[config.mk]
export PLATFORM = sky130hd
export DESIGN_NAME = timer_bank
export DESIGN_NICKNAME = d
export VERILOG_FILES = /design/src/rtl/timer_bank.sv
export SDC_FILE = /design/constraint.sdc
export NUM_CORES = 1
export LEC_CHECK = 0
export CAP_MARGIN = 20
export CORE_MARGIN = 10
export CORE_UTILIZATION = 25
export CTS_BUF_LIST = sky130_fd_sc_hd__clkbuf_8
export CTS_CLUSTER_SIZE = 10
export DETAILED_ROUTE_END_ITERATION = 10
export MAX_ROUTING_LAYER = met4
export PLACE_DENSITY_LB_ADDON = 0.12
export SKIP_LAST_GASP = 1
export SLEW_MARGIN = 0
export SYNTH_ARGS = -nofsm -noshare
export SYNTH_HDL_FRONTEND = slang
export SYNTH_SLANG_ARGS = --single-unit
[constraint.sdc]
create_clock -name clk -period 5.5 [get_ports clk]
set_clock_uncertainty 0.2 [all_clocks]
set_input_delay 1.375 -clock clk [delete_from_list [all_inputs] [get_ports clk]]
set_output_delay 1.375 -clock clk [all_outputs]
set_load 0.01 [all_outputs]
[src/rtl/timer_bank.sv]
`default_nettype none
// ============================================================================
// Module   : timer_bank
// Purpose  : NCH independent interval timers driven by one shared prescaler.
//            Each channel has a loadable terminal count, one-shot or periodic
//            mode, a run/pause enable, a one-cycle expiry pulse and a sticky
//            status flag. irq is the OR of all status flags.
// Ports    : clk        - clock, rising edge
//            reset      - asynchronous active-high reset
//            prescale   - tick every prescale+1 cycles
//            en         - per-channel run enable (level)
//            periodic   - per-channel auto-reload select
//            load       - per-channel load strobe (tc <= slice, back to IDLE)
//            load_value - channel i in bits [i*CW +: CW]
//            clr        - per-channel status clear strobe
//            count      - current count of each channel (i*CW +: CW)
//            pulse      - registered one-cycle expiry pulse
//            done       - one-shot channel parked at terminal count
//            status     - sticky expiry flags
//            irq        - OR of status (combinational)
// Revision : 1.0 - initial release
// ============================================================================
module timer_bank #(
  parameter int NCH        = 4,
  parameter int CW         = 16,
  parameter int PSW        = 8,
  parameter int DEFAULT_TC = 7
) (
  input  logic              clk,
  input  logic              reset,
  input  logic [PSW-1:0]    prescale,
  input  logic [NCH-1:0]    en,
  input  logic [NCH-1:0]    periodic,
  input  logic [NCH-1:0]    load,
  input  logic [NCH*CW-1:0] load_value,
  input  logic [NCH-1:0]    clr,
  output logic [NCH*CW-1:0] count,
  output logic [NCH-1:0]    pulse,
  output logic [NCH-1:0]    done,
  output logic [NCH-1:0]    status,
  output logic              irq
);

  typedef enum logic [1:0] {
    S_IDLE = 2'd0,
    S_RUN  = 2'd1,
    S_DONE = 2'd2
  } state_t;

  // --------------------------------------------------------------------------
  // Shared prescaler. Using >= rather than == means lowering prescale below
  // the current pre_cnt gives an immediate tick instead of a wrap.
  // --------------------------------------------------------------------------
  logic [PSW-1:0] pre_cnt;
  logic           tick;

  assign tick = (pre_cnt >= prescale);

  always_ff @(posedge clk or posedge reset) begin
    if (reset) begin
      pre_cnt <= '0;
    end else if (tick) begin
      pre_cnt <= '0;
    end else begin
      pre_cnt <= pre_cnt + PSW'(1);
    end
  end

  // --------------------------------------------------------------------------
  // Per-channel timer
  // --------------------------------------------------------------------------
  for (genvar i = 0; i < NCH; i++) begin : g_ch
    state_t        state_q, state_d;
    logic [CW-1:0] cnt_q, cnt_d;
    logic [CW-1:0] tc_q, tc_d;
    logic          expire;
    logic          pulse_q;
    logic          status_q;

    always_comb begin
      state_d = state_q;
      cnt_d   = cnt_q;
      tc_d    = tc_q;
      expire  = 1'b0;
      if (load[i]) begin
        // Load pre-empts everything, including an expiry in the same cycle.
        tc_d    = load_value[i*CW +: CW];
        cnt_d   = '0;
        state_d = S_IDLE;
      end else begin
        case (state_q)
          S_IDLE: begin
            cnt_d = '0;
            // Arming edge only; the first count is taken on a later tick.
            if (en[i]) state_d = S_RUN;
          end
          S_RUN: begin
            if (en[i] && tick) begin
              if (cnt_q >= tc_q) begin
                expire = 1'b1;
                // Mode is sampled here, so periodic changes apply at expiry.
                if (periodic[i]) begin
                  cnt_d = '0;
                end else begin
                  cnt_d   = tc_q;
                  state_d = S_DONE;
                end
              end else begin
                cnt_d = cnt_q + CW'(1);
              end
            end
          end
          S_DONE: begin
            cnt_d = tc_q;
            if (!en[i]) begin
              cnt_d   = '0;
              state_d = S_IDLE;
            end
          end
          default: begin
            cnt_d   = '0;
            state_d = S_IDLE;
          end
        endcase
      end
    end

    always_ff @(posedge clk or posedge reset) begin
      if (reset) begin
        state_q  <= S_IDLE;
        cnt_q    <= '0;
        tc_q     <= CW'(DEFAULT_TC);
        pulse_q  <= 1'b0;
        status_q <= 1'b0;
      end else begin
        state_q <= state_d;
        cnt_q   <= cnt_d;
        tc_q    <= tc_d;
        pulse_q <= expire;
        // Set has priority over clear.
        if (expire) begin
          status_q <= 1'b1;
        end else if (clr[i]) begin
          status_q <= 1'b0;
        end
      end
    end

    assign count[i*CW +: CW] = cnt_q;
    assign pulse[i]          = pulse_q;
    assign done[i]           = (state_q == S_DONE);
    assign status[i]         = status_q;
  end

  assign irq = |status;

endmodule
`default_nettype wire

After elaboration in Yosys (flattened, before gate mapping) --
Index checks and enable logic that the tools add are counted.
Storage, ports and cells: flip-flop bits (word level) 152, input bits 90, output and inout bits 77, word-level logic and storage cells 153
Cells by class: add/sub/neg operators 5, order comparisons 5, equality and inequality tests 28, multiplexer cells 77, reductions and logical operators 17
Operators with widths (number):
- two-way mux 16 bit | 20
- case mux 16 bit (2 select lines) | 4
- adder 16 x 1 -> 16 bit (second input constant) | 4
- greater-or-equal comparator 16 bit | 4
- inequality test 3 bit (second input constant) | 20
- two-way mux 2 bit | 24
- two-way mux 1 bit | 24
- case mux 2 bit (3 select lines) | 4
- AND reduction 5 bit | 4
- adder 8 x 1 -> 8 bit (second input constant) | 1
- equality test 2 x 1 -> 1 bit (second input constant) | 4
- equality test 2 bit (second input constant) | 4
- greater-or-equal comparator 8 bit | 1
- logical NOT 2 bit | 4
- two-way mux 8 bit | 1
- nonzero test 2 bit | 4
- logical AND 1 bit | 4
- OR reduction 4 bit | 1

Depth between registers and ports, before layout --
Gate-level depths: netlist of run 1.
word-level depth 6, depth in mapped cells 10, gate-level depth less buffers 8

Least setup slack after synthesis of run 1 --
No wires, ideal clock.
path type input -> register, start input prescale[0], end register g_ch[3].cnt_q[15], library setup time 0.147 ns, arrival time 3.170 ns, data required time 5.153 ns, path slack 1.983 ns, stages on the path 9, path buffers 2, path through ha_1 -> nand2b_1 -> a211oi_1 -> o221ai_2 -> and2_1 -> buf_2 -> nand4_1 -> buf_2 -> o221ai_1
Between the ends: word-level cells in the longest chain between the ends 3
RTL lines:
- start, declared | line 31 | input logic [PSW-1:0] prescale,
- greater-or-equal comparator 8 bit | line 57 | assign tick = (pre_cnt >= prescale);
- logical AND 1 bit | line 98 | if (en[i] && tick) begin
- inequality test 3 bit (no source line)
- end signal, assigned | line 137 | cnt_q <= cnt_d;
- end, declared | line 74 | logic [CW-1:0] cnt_q, cnt_d;
No other way between the ends. A chain may end at the register's enable or synchronous reset.

Worst setup path in the final report of run 1 --
start input prescale[0], end register g_ch[1].cnt_q[12]
Between the ends: word-level cells in the longest chain between the ends 3
RTL lines (line):
- greater-or-equal comparator 8 bit | 57
- logical AND 1 bit | 98
- inequality test 3 bit (no source line)
- end signal, assigned | 137
- end, declared | 74
No other way between the ends.

==> metrics.yaml, run 1 <==
status: "completed"
cts-htree-levels: 4
number_of_antenna_violations_at_the_first_check_in_global_routing: 1
design.core.area_um2: 40000
synth_area_per_cell_um2: 8.90
cell_with_the_most_instances_after_synthesis: "sky130_fd_sc_hd__nand2_1"
pin_count: 167
floorplan.die.width_um: 222
rsz0062_at_grt: "no"
synthesis.yosys.warnings: 0
final.hold.worst_slack_ns: 0.333
gp_congestion: 0.764
async_flop_share_pct: 100
post_synth_main_area_contributors: "sky130_fd_sc_hd__dfrtp_1, sky130_fd_sc_hd__ha_1, sky130_fd_sc_hd__nand2_1"
placement.io_buffers: 166
timing.slew.headroom_pct: 34.2
timing.fmax_mhz: 255
max_cap_violations: 0
timing_worst_setup_path_type: "in -> reg"
timing_hold_violations_final: 0
layout_worst_path_cycle_share_pct: 71.4
first_global_vias: 8864
clkSlewWorstSetupHoldPaths_ns: 0.09
cellLeakagePower_nw: 5.34
cts_inserted_buffers: 17
die-area_um2: 49200
synth.yosys.seq_area_share_pct: 37.5
setup.worst_path.end_class: "register"
grt.overflow.total: 0
ant_nets: 0
tightest_slew_ns: 0.986
drive_gt1_share_pct: 6.25
number_of_sinks_handled_by_clock_tree_synthesis: 152
post-dp-hpwl_um: 21900
pwr_density_cell_nw_per_um2: 228
timing.critical_path.from_type: "input port"
postCtsResizedCells: 0
worst_skew_pair.late_latency_ns: 0.50
synth_fp_nets: 1327
totalNegativeSetupSlack_ns: 0
grt.total_usage_pct: 13.4
iteration_0_drc_markers: 478
vdd_ir_drop_max_mv: 0.140
yosys_most_used_dff: "sky130_fd_sc_hd__dfrtp_1"
cts_root_buffer: "sky130_fd_sc_hd__clkbuf_8"
height_of_the_die_um: 222
cp_data_arrival_time_ns: 4.07
route.vias.total: 8485
syn-cell-area_um2: 10200
count_of_flip_flops_with_a_built_in_enable_after_synthesis: 0
layout.nets: 1465
worst_hold_path_type: "reg -> reg"
cts.repair_timing.setup_buffer_count: 0
postRouteWirelength_um: 31400
synth_top_area_cell: "sky130_fd_sc_hd__dfrtp_1"
viasPerCell: 4.66
post_synthesis_cells: 1144
cp.required_ns: 5.64
cts_tree: "done"
period_needed_ns: 3.93
grt_max_degree: 153
slew_viol_final: 0
netlist-cell-type-count: 62
grt_pass1_wl_um: 51400
finalSetupViolations: 0
core.rowCount: 73
cts.hold.buffers_added: 0
cts.path.max_buffers: 2
postSynthRegisterBits: 152
first_pass_iters: 5
yosys.area.top_type_share_pct: 34.4
synthTopCellsByCount: "sky130_fd_sc_hd__nand2_1, sky130_fd_sc_hd__dfrtp_1, sky130_fd_sc_hd__ha_1, sky130_fd_sc_hd__inv_1, sky130_fd_sc_hd__o21ai_0"
timing.critical_path.fanout_max: 15
wl_per_cell_um: 17.2
start_util_pct: 25.5
drc: 0
final_util_pct: 31.8
area.growth.synth_to_final_pct: 24.9
==> metal layers <==
layer	share of wire, %	wire length (µm)	up-vias	track usage [%]
li1	-	-	4256	-
met1	50	15600	4085	17.3
met2	46	14500	128	20.7
met3	3.2	1000	16	2.82
met4	1.0	318	0	3.48
met5	0	0	-	-
==> layout by cell type (no fill, tap or decap), types with 30 or more instances in the layout <==
cell,Yosys,final
sky130_fd_sc_hd__clkdlybuf4s50_1,0,166
sky130_fd_sc_hd__dfrtp_1,140,140
sky130_fd_sc_hd__ha_1,93,93
sky130_fd_sc_hd__inv_1,93,98
sky130_fd_sc_hd__mux2i_1,52,52
sky130_fd_sc_hd__nand2_1,200,200
sky130_fd_sc_hd__nand3_1,41,41
sky130_fd_sc_hd__nor2_1,69,69
sky130_fd_sc_hd__o21ai_0,70,70
sky130_fd_sc_hd__o221ai_1,61,61
sky130_fd_sc_hd__xnor2_1,30,30
sky130_fd_sc_hd__xor2_1,32,32
==> layout make-up <==
class,instances,area [µm²]
antenna,1,2.50
clock buffer,24,330
clock inverter,8,32.5
fill,4261,27300
inverter,93,353
multi-input combinational,837,5740
sequential,152,3820
tap,525,657
timing repair buffer,181,1790
==> sequential cells by signal, summed over array words and instances (netlist names) <==
name,cells
g_ch.cnt_q,64
g_ch.tc_q,64
g_ch.state_q,8
pre_cnt,8
g_ch.pulse_q,4
g_ch.status_q,4
==> critical path, cell delays in order <==
cell and delay [ns]:
sky130_fd_sc_hd__clkdlybuf4s50_1 0.40, sky130_fd_sc_hd__ha_1 0.28, sky130_fd_sc_hd__nand2b_1 0.13, sky130_fd_sc_hd__a211oi_1 0.28, sky130_fd_sc_hd__o221ai_2 0.20, sky130_fd_sc_hd__buf_4 0.22
sky130_fd_sc_hd__a31oi_1 0.25, sky130_fd_sc_hd__o32a_1 0.70, sky130_fd_sc_hd__o221ai_1 0.20
==> final timing paths <==
check / slack (ns) / to / depth (start not counted) / start
setup / recovery: 1.57 / g_ch[1].cnt_q[12] / 9 / prescale[0]
setup reg to reg: 2.12 / g_ch[1].cnt_q[12] / 8 / g_ch[1].cnt_q[0]
min in group asynchronous: 1.27 / g_ch[1].cnt_q[13] / 3 / reset
max in group asynchronous: 3.04 / g_ch[0].state_q[0] / 3 / reset
hold reg to reg: 0.33 / g_ch[0].tc_q[2] / 2 / g_ch[0].tc_q[2]
hold / removal: 0.33 / g_ch[0].tc_q[2] / 2 / g_ch[0].tc_q[2]
==> power breakdown <==
part	leakage [nW]	total [mW]	switching [mW]	internal, mW
clock	0.212	0.842	0.456	0.386
combinational	3.16	0.763	0.451	0.312
sequential	1.97	1.30	0.0829	1.22
total	5.34	2.90	0.990	1.91
==> through the flow <==
step / instance area (µm²) / instances / setup WS, ns / total power [mW]
floorplan: 10200 / 1144 / 1.98 / 1.79
global placement: 12400 / 1788 / 1.06 / 2.09
detailed placement: 12400 / 1788 / 0.998 / 2.10
CTS: 12700 / 1820 / 1.58 / 2.97
global route: 12700 / 1820 / 1.41 / 3.12
finish: 12700 / 1821 / 1.57 / 2.90
==> cells by family (layout without fill, tap and decap cells) <==
family                   count (synthesis)  in the layout  share of synthesized area (%)
AND/OR/NAND/NOR                        425            425                           19.6
XOR/XNOR                                62             62                           5.33
flip-flops                             152            152                           37.5
multiplexers                            60             60                           6.07
AO/OA/AOI/OAI                          197            197                           13.7
other                                    0              1                              0
adder cells (fa/ha/maj)                 93             93                           11.4
buffers and inverters                  155            306                           6.33
No activity file was read; power rests on OpenSTA's default activity.
==> inputs of run 2 (changes only) <==
==> constraint.sdc (replaced) <==
create_clock -name clk -period 3.48 [get_ports clk]
set_clock_uncertainty 0.2 [all_clocks]
set_input_delay 0.87 -clock clk [delete_from_list [all_inputs] [get_ports clk]]
set_output_delay 0.87 -clock clk [all_outputs]
set_load 0.01 [all_outputs]
==> metrics.yaml, run 2 (synthesized netlist as in run 1, its figures left out) <==
status: "completed"
number_of_sinks_handled_by_clock_tree_synthesis: 152
largest_registers: "g_ch.cnt_q x64, g_ch.tc_q x64"
post-dp-hpwl_um: 23000
layout.nets: 1487
pre_cts_slack_ns: -0.0235
cts.hold.buffers_added: 0
cts_root_buffer: "sky130_fd_sc_hd__clkbuf_8"
grt.overflow.total: 0
cts_tree: "done"
timing.fmax_mhz: 330
vdd_ir_drop_max_mv: 0.219
final-instance-count-excl-fill: 1842
mostFrequentLayoutCells: "sky130_fd_sc_hd__nand2_1, sky130_fd_sc_hd__clkdlybuf4s50_1, sky130_fd_sc_hd__dfrtp_1, sky130_fd_sc_hd__inv_1, sky130_fd_sc_hd__ha_1"
grt_max_degree: 42
worst_skew_pair.late_latency_ns: 0.51
cts_inserted_buffers: 17
clkSlewWorstSetupHoldPaths_ns: 0.09
timing_worst_setup_path_type: "reg -> reg"
timing.slew.headroom_pct: 51.9
timing.critical_path.fanout_max: 14
pin_count: 167
placed_cells_incl_taps: 1810
gp_congestion: 0.744
period_needed_ns: 3.03
first_pass_iters: 5
route.vias.total: 8500
area_of_combinational_cells_with_multiple_inputs_um2: 5740
floorplan.die.width_um: 222
cts-htree-levels: 4
grt.total_usage_pct: 13.2
area.growth.synth_to_final_pct: 29.0
tightest_slew_ns: 0.716
postCtsResizedCells: 0
post_dp_cell_area_um2: 12700
fillers: 4227
sequential_cell_area_um2: 3820
pwr_density_cell_nw_per_um2: 387
viasPerCell: 4.61
rsz0062_at_grt: "no"
ant_nets: 0
design.core.area_um2: 40000
final_common_cell: "sky130_fd_sc_hd__nand2_1"
cts.repair_timing.setup_buffer_count: 0
finish.instance_area_um2: 13100
max_cap_violations: 0
timing.critical_path.from_type: "register"
worst_hold_path_type: "reg -> reg"
height_of_the_die_um: 222
postRouteWirelength_um: 31600
drc: 0
diodes: 0
core.rowCount: 73
die-area_um2: 49200
wl_per_cell_um: 17.1
fin_ws_ns: 0.450
cellLeakagePower_nw: 5.55
timing_hold_violations_final: 0
first_global_vias: 8855
placement.io_buffers: 166
number_of_antenna_violations_at_the_first_check_in_global_routing: 1
layout_worst_path_cycle_share_pct: 87.1
cts.path.max_buffers: 2
finalSetupViolations: 0
iteration_0_drc_markers: 572
drive_gt1_share_pct: 8.12
slew_viol_final: 0
grt_pass1_wl_um: 51000
power.total_mw: 5.08
cp_data_arrival_time_ns: 3.26
setup.worst_path.end_class: "register"
cp.required_ns: 3.71
final_util_pct: 32.9
start_util_pct: 25.5
-- run 2: cell count changes in the layout (fill, tap and decap cells not counted) --
cell / previous run / this run
sky130_fd_sc_hd__inv_1: 98 / 94
sky130_fd_sc_hd__bufinv_16: 0 / 5
sky130_fd_sc_hd__clkbuf_8: 24 / 23
sky130_fd_sc_hd__buf_4: 14 / 25
sky130_fd_sc_hd__buf_12: 1 / 12
sky130_fd_sc_hd__diode_2: 1 / 0
-- run 2: worst max-delay path, stage by stage, from the launching register on --
cell and delay (ns):
sky130_fd_sc_hd__dfrtp_1 0.47, sky130_fd_sc_hd__inv_1 0.10, sky130_fd_sc_hd__ha_1 0.30, sky130_fd_sc_hd__nand2b_4 0.15, sky130_fd_sc_hd__a2111oi_4 0.38, sky130_fd_sc_hd__nor4b_1 0.12
sky130_fd_sc_hd__or4_1 0.50, sky130_fd_sc_hd__buf_4 0.24, sky130_fd_sc_hd__a41oi_1 0.28, sky130_fd_sc_hd__mux2i_1 0.20
-- run 2: where the power goes --
part           switching (mW)  internal (mW)  leakage, nW
combinational           0.736          0.587         3.32
clock                   0.748          0.962        0.255
sequential              0.128           1.92         1.97
total                    1.61           3.47         5.55
-- run 2: cell type report --
type / count / area share (%)
timing repair buffer: 203 / 15.9
sequential: 152 / 29.1
tap: 525 / 5.00
clock buffer: 23 / 2.41
inverter: 93 / 2.68
multi-input combinational: 837 / 43.7
clock inverter: 9 / 1.28
-- run 2: worst paths after layout --
path / startpoint / to / slack [ns] / cells after the start
worst max-delay path: g_ch[0].cnt_q[0] / g_ch[0].state_q[0] / 0.45 / 9
worst min-delay path: g_ch[1].tc_q[1] / g_ch[1].tc_q[1] / 0.34 / 2
worst max register to register: g_ch[0].cnt_q[0] / g_ch[0].state_q[0] / 0.45 / 9
worst min register to register: g_ch[1].tc_q[1] / g_ch[1].tc_q[1] / 0.34 / 2
max in group asynchronous: reset / g_ch[2].tc_q[2] / 1.95 / 3
min in group asynchronous: reset / g_ch[2].tc_q[11] / 0.50 / 2
-- run 2: stage by stage --
| step | hold slack (ns) | setup TNS, ns |
|---|---|---|
| 2_1_floorplan | 0.283 | 0 |
| 3_3_place_gp | 0.315 | -2.24 |
| 3_5_place_dp | 0.330 | -0.603 |
| 4_1_cts | 0.343 | 0 |
| 5_1_grt | 0.362 | 0 |
| 6_report | 0.336 | 0 |
-- run 2: routing by layer --
| metal | global-route usage (%) | share of wire, % | up-vias |
|---|---|---|---|
| li1 | - | - | 4301 |
| met3 | 2.85 | 3.1 | 22 |
| met5 | - | 0 | - |
| met1 | 17.5 | 50 | 4041 |
| met2 | 20.0 | 45 | 136 |
| met4 | 3.85 | 1.4 | 0 |
==> patch 1 (config.mk and constraints of run 2) <==
Set the parameter `CW` to 15 (it was 16).
--- a/src/rtl/timer_bank.sv
+++ b/src/rtl/timer_bank.sv
@@ -22,7 +22,7 @@
 // ============================================================================
 module timer_bank #(
   parameter int NCH        = 4,
-  parameter int CW         = 16,
+  parameter int CW         = 15,
   parameter int PSW        = 8,
   parameter int DEFAULT_TC = 7
 ) (
Interface: changed (resized count and load_value); port bits go from 167 to 159. The function was not compared with the original's and may differ.
==> patch 1 against run 2 <==
  * Worst hold slack worse by 0.032 ns
  * Sequential cell count down 8
  * Area after synthesis down 12%
  * Worst setup slack worse by 0.25 ns
  * Total power down 12%
  * Final area down 11%
  * Fmax down 7.5%
  * Wire length down 12%
==> patch 1: results (changes against run 2) <==
| Metric | Value |
|---|---|
| CP max FO | 21 (+7) |
| Placed insts | 1607 (-11%) |
| Flop-to-flop setup slack | 0.55 ns (+0.10 ns) |
| Via Count | 7712 (-9.3%) |
| #MultiIn Comb | 693 (-17%) |
| CLK BUF | 19 (-17%) |
| Setup crit start | prescale[5] |
| First-pass GRT wire length | 45200 um (-11%) |
| Hold wc startpoint | g_ch[3].tc_q[10] |
| Number of fill cells | 3739 (-12%) |
| Number of non-clock buffers | 204 (+0.49%) |
| Input/output buffers | 158 (-4.8%) |
| Cell count of the worst hold path | 1 (-1) |
| Pin count of the biggest net entering global routing | 87 (+110%) |
| Vias in the first global route | 7894 (-11%) |
| Fraction of area in multi-input gates | 40.4% (-3.3 points) |
| Initial DRC count | 354 (-38%) |
| Largest registers | g_ch.cnt_q x60, g_ch.tc_q x60 |
| Critical Path Sink | g_ch[2].cnt_q[10] |
| Run status | finished, final reports clean |
| Initial antenna violation count | 0 (-1) |
| Register Area | 3620 um^2 (-5.2%) |
| Hold_ws | 0.304 ns (-0.0317 ns) |
| Clock-cell share of area | 2.96% (-0.73 points) |
| Tot GR Track Use | 13.2% (-0.051 points) |
| Post-DP HPWL | 21000 um (-8.5%) |
| WL final | 27900 um (-12%) |
| Sequential share of the synthesized area | 40.4% (+3.0 points) |
| WL/cell | 17.0 um (-0.70%) |
| TritonRoute pass-1 iters | 6 (+1) |
| Placed Area | 11400 um^2 (-10%) |
| Post-synth top cells | 132 x dfrtp_1, 128 x nand2_1, 105 x inv_1 |
| Post-Syn Instances | 982 (-14%) |
-- patch 1: cell count changes in the layout (fill, tap and decap cells not counted), moves of 9 or more --
| cell | run 2 | this run |
|---|---|---|
| a221o_1 | 0 | 29 |
| buf_4 | 25 | 37 |
| mux2i_1 | 52 | 9 |
| nand2_1 | 200 | 128 |
| inv_1 | 94 | 111 |
| xnor2_1 | 30 | 12 |
| o221ai_1 | 61 | 27 |
| xor2_1 | 32 | 19 |
| a21oi_1 | 25 | 39 |
| a31oi_1 | 2 | 11 |
| and3_1 | 11 | 21 |
| nor2_1 | 69 | 38 |
| nor2b_1 | 16 | 7 |
-- patch 1: cell families (layout without fill, tap and decap cells) --
family	Yosys count	count (layout)	share of synthesized area, %
multiplexers	12	12	1.38
buffers and inverters	145	341	6.64
XOR/XNOR	31	31	3.03
AND/OR/NAND/NOR	319	319	17.3
flip-flops	144	144	40.4
AO/OA/AOI/OAI	242	242	18.7
adder cells (fa/ha/maj)	89	89	12.4
-- patch 1: layer usage --
metal | GRT usage (%) | vias to the layer above | part of all wire [%]
met5 | - | - | 0
met1 | 16.7 | 3728 | 48
met4 | 2.93 | 0 | 0.75
met2 | 21.2 | 106 | 48
met3 | 2.82 | 10 | 3.1
li1 | - | 3868 | -
-- patch 1: report_power, final --
group          switching [W]  internal (W)  total (W)
combinational       0.000684      0.000569    0.00125
sequential          0.000125       0.00182    0.00195
clock               0.000670      0.000580    0.00125
total                0.00148       0.00297    0.00445
-- patch 1: worst max-delay path, cell delays in order --
cell and delay (ns):
clkdlybuf4s50_1 0.46, inv_1 0.07, ha_1 0.32, and4_4 0.21, a21o_1 0.23, buf_4 0.15
a221oi_1 0.38, buf_4 0.20, nor2_1 0.07, buf_12 0.16, a31oi_1 0.16, o221ai_1 0.14
==> patch 2 (config.mk and constraints of run 2) <==
Without the edit above. Register the inputs `prescale`, `en`, `periodic`, `load`, `load_value` and `clr` before use, with the module's reset. The logic sees them one clock later. Comments in the files are not updated.
--- a/src/rtl/timer_bank.sv
+++ b/src/rtl/timer_bank.sv
@@ -47,6 +47,31 @@
     S_DONE = 2'd2
   } state_t;
 
+  logic [PSW-1:0] prescale_q;
+  logic [NCH-1:0] en_q;
+  logic [NCH-1:0] periodic_q;
+  logic [NCH-1:0] load_q;
+  logic [NCH*CW-1:0] load_value_q;
+  logic [NCH-1:0] clr_q;
+
+  always_ff @(posedge clk or posedge reset) begin
+    if (reset) begin
+      prescale_q   <= '0;
+      en_q         <= '0;
+      periodic_q   <= '0;
+      load_q       <= '0;
+      load_value_q <= '0;
+      clr_q        <= '0;
+    end else begin
+      prescale_q   <= prescale;
+      en_q         <= en;
+      periodic_q   <= periodic;
+      load_q       <= load;
+      load_value_q <= load_value;
+      clr_q        <= clr;
+    end
+  end
+
   // --------------------------------------------------------------------------
   // Shared prescaler. Using >= rather than == means lowering prescale below
   // the current pre_cnt gives an immediate tick instead of a wrap.
@@ -54,7 +79,7 @@
   logic [PSW-1:0] pre_cnt;
   logic           tick;
 
-  assign tick = (pre_cnt >= prescale);
+  assign tick = (pre_cnt >= prescale_q);
 
   always_ff @(posedge clk or posedge reset) begin
     if (reset) begin
@@ -82,9 +107,9 @@
       cnt_d   = cnt_q;
       tc_d    = tc_q;
       expire  = 1'b0;
-      if (load[i]) begin
+      if (load_q[i]) begin
         // Load pre-empts everything, including an expiry in the same cycle.
-        tc_d    = load_value[i*CW +: CW];
+        tc_d    = load_value_q[i*CW +: CW];
         cnt_d   = '0;
         state_d = S_IDLE;
       end else begin
@@ -92,14 +117,14 @@
           S_IDLE: begin
             cnt_d = '0;
             // Arming edge only; the first count is taken on a later tick.
-            if (en[i]) state_d = S_RUN;
+            if (en_q[i]) state_d = S_RUN;
           end
           S_RUN: begin
-            if (en[i] && tick) begin
+            if (en_q[i] && tick) begin
               if (cnt_q >= tc_q) begin
                 expire = 1'b1;
                 // Mode is sampled here, so periodic changes apply at expiry.
-                if (periodic[i]) begin
+                if (periodic_q[i]) begin
                   cnt_d = '0;
                 end else begin
                   cnt_d   = tc_q;
@@ -112,7 +137,7 @@
           end
           S_DONE: begin
             cnt_d = tc_q;
-            if (!en[i]) begin
+            if (!en_q[i]) begin
               cnt_d   = '0;
               state_d = S_IDLE;
             end
@@ -140,7 +165,7 @@
         // Set has priority over clear.
         if (expire) begin
           status_q <= 1'b1;
-        end else if (clr[i]) begin
+        end else if (clr_q[i]) begin
           status_q <= 1'b0;
         end
       end
Behaviour: not the same (a bounded check fails within 4 cycles, from zero or initial values and one cycle with reset high).
==> patch 2 against run 2 <==
  * Critical path depth down 7
  * Synthesized cell count rose by 11%
  * Total power grew 49%
  * Area after synthesis rose by 23%
  * Global-route usage decreased by 0.29 points
  * Final area grew 24%
  * Worst setup slack got worse by 0.26 ns
  * Wire length rose by 17%
  * Sequential cell count is 88 higher
  * Combinational power shrank 11%
  * Largest power group is now clock
==> patch 2: results (changes against run 2) <==
| Metric | Value |
|---|---|
| TritonRoute pass-1 iters | 5 (unchanged) |
| Vias in the first global route | 10300 (+17%) |
| Largest registers | g_ch.cnt_q x64, g_ch.tc_q x64, load_value_q x64 |
| Post-DP HPWL | 25800 um (+12%) |
| Final setup TNS | 0 ns (unchanged) |
| Non-filler cells, final | 2184 (+19%) |
| Relative slew slack | 45.2% (-6.7 points) |
| Slowest stage delay, CP | 0.59 ns (+0.09 ns) |
| Placed insts | 2088 (+15%) |
| Initial antenna violation count | 3 (+2) |
| Post-Syn Instances | 1274 (+11%) |
| CTS root buf | clkbuf_8 |
| # resized after CTS | 0 (unchanged) |
| Initial DRC count | 509 (-11%) |
| Final GP Congestion | 0.793 (+6.7%) |
| Synthesized net count | 1457 (+9.8%) |
| H-tree Lvls | 2 (-2) |
| Input/output buffers | 166 (unchanged) |
| Post-synth cell types | 63 (+1.6%) |
| Sequential share of the synthesized area | 48.0% (+11 points) |
| Setup Fix Bufs, Post-CTS | 0 (unchanged) |
| Pin count of the biggest net entering global routing | 65 (+55%) |
| Via Count | 9735 (+15%) |
| Arrival @ worst endpoint | 2.22 ns (-1.04 ns) |
| Crit path max-delay cell type | or4_1 |
| Net Sw Frac | 29.0% (-2.7 points) |
| Clk_lat worst skew | 0.64 ns (+0.13 ns) |
| CTS Buf Count | 51 (+34) |
| Worst vdd ir | 237 uV (+8.6%) |
| Kind of cell adding the most delay to the critical path | simple AND/OR/NAND/NOR gates |
| Post-synth top cells | 228 x dfrtp_1, 191 x nand2_1, 98 x nor2_1 |
| Run status | finished, final reports clean |
| Static Leak | 7.08 nW (+28%) |
| Number of fill cells | 5224 (+24%) |
| Placed Area | 15100 um^2 (+19%) |
| Share of layout cells above drive strength 1 | 9.80% (+1.7 points) |
| CP max FO | 3 (-11) |
| Clk buf depth | 3 (+1) |
| Yosys warns | 0 (unchanged) |
| First-pass GRT wire length | 60300 um (+18%) |
| Clock slew at reported path FFs | 0.06 ns (-0.03 ns) |
| Final Net Count | 1652 (+11%) |
| Ys async rst share | 100% (unchanged) |
| Top cells by area, synth | dfrtp_1 45%, ha_1 9.3%, nand2_1 5.7% |
| WL/cell | 16.9 um (-1.2%) |
| Hold Crit Class | register to register |
| Tot GR Track Use | 13.0% (-0.29 points) |
-- patch 2: kinds of logic after synthesis --
family / share of synthesized area (%)
AO/OA/AOI/OAI: 12.0
XOR/XNOR: 4.19
adder cells (fa/ha/maj): 9.28
buffers and inverters: 5.23
flip-flops: 48.0
multiplexers: 5.35
AND/OR/NAND/NOR: 15.9
-- patch 2: layer usage --
layer | share of wire, % | track usage [%] | wire (um)
met1 | 47 | 16.6 | 17500
met2 | 46 | 19.7 | 16900
met3 | 4.7 | 3.20 | 1740
met4 | 2.4 | 4.29 | 874
met5 | 0 | - | 0
-- patch 2: power by group through the flow --
stage               clock network (W)  logic (W)  registers (W)
detailed placement                  0    0.00119        0.00321
global route                  0.00358    0.00136        0.00319
finish                        0.00327    0.00117        0.00316
floorplan                           0   0.000792        0.00315
global placement                    0    0.00118        0.00320
CTS                           0.00344    0.00120        0.00316
-- patch 2: final timing paths --
check | from | to | slack, ns | depth (start not counted)
max | g_ch[1].status_q | irq | 0.19 | 2
min | clr_q[1] | g_ch[1].status_q | 0.22 | 1
max reg2reg | pre_cnt[0] | g_ch[2].cnt_q[4] | 0.49 | 9
min reg2reg | clr_q[1] | g_ch[1].status_q | 0.22 | 1
max in group asynchronous | reset | g_ch[3].tc_q[1] | 1.87 | 4
min in group asynchronous | reset | g_ch[2].tc_q[3] | 0.42 | 2
-- patch 2: through the flow --
step / power [W] / utilization (%) / worst slack (ns)
after floorplan: 0.00394 / - / -0.728
after global placement: 0.00439 / 30.3 / 0.503
after detailed placement: 0.00440 / 30.3 / 0.466
after CTS: 0.00780 / 32.6 / 0.0821
after global routing: 0.00812 / 32.6 / 0.0979
final: 0.00760 / 32.6 / 0.192
-- patch 2: cell type report --
cell class	count	area share (%)
multi-input combinational	877	36.2
inverter	94	2.19
antenna	2	0.0308
clock inverter	22	0.785
sequential	240	37.0
clock buffer	72	6.10
timing repair buffer	205	12.5
tap	672	5.17
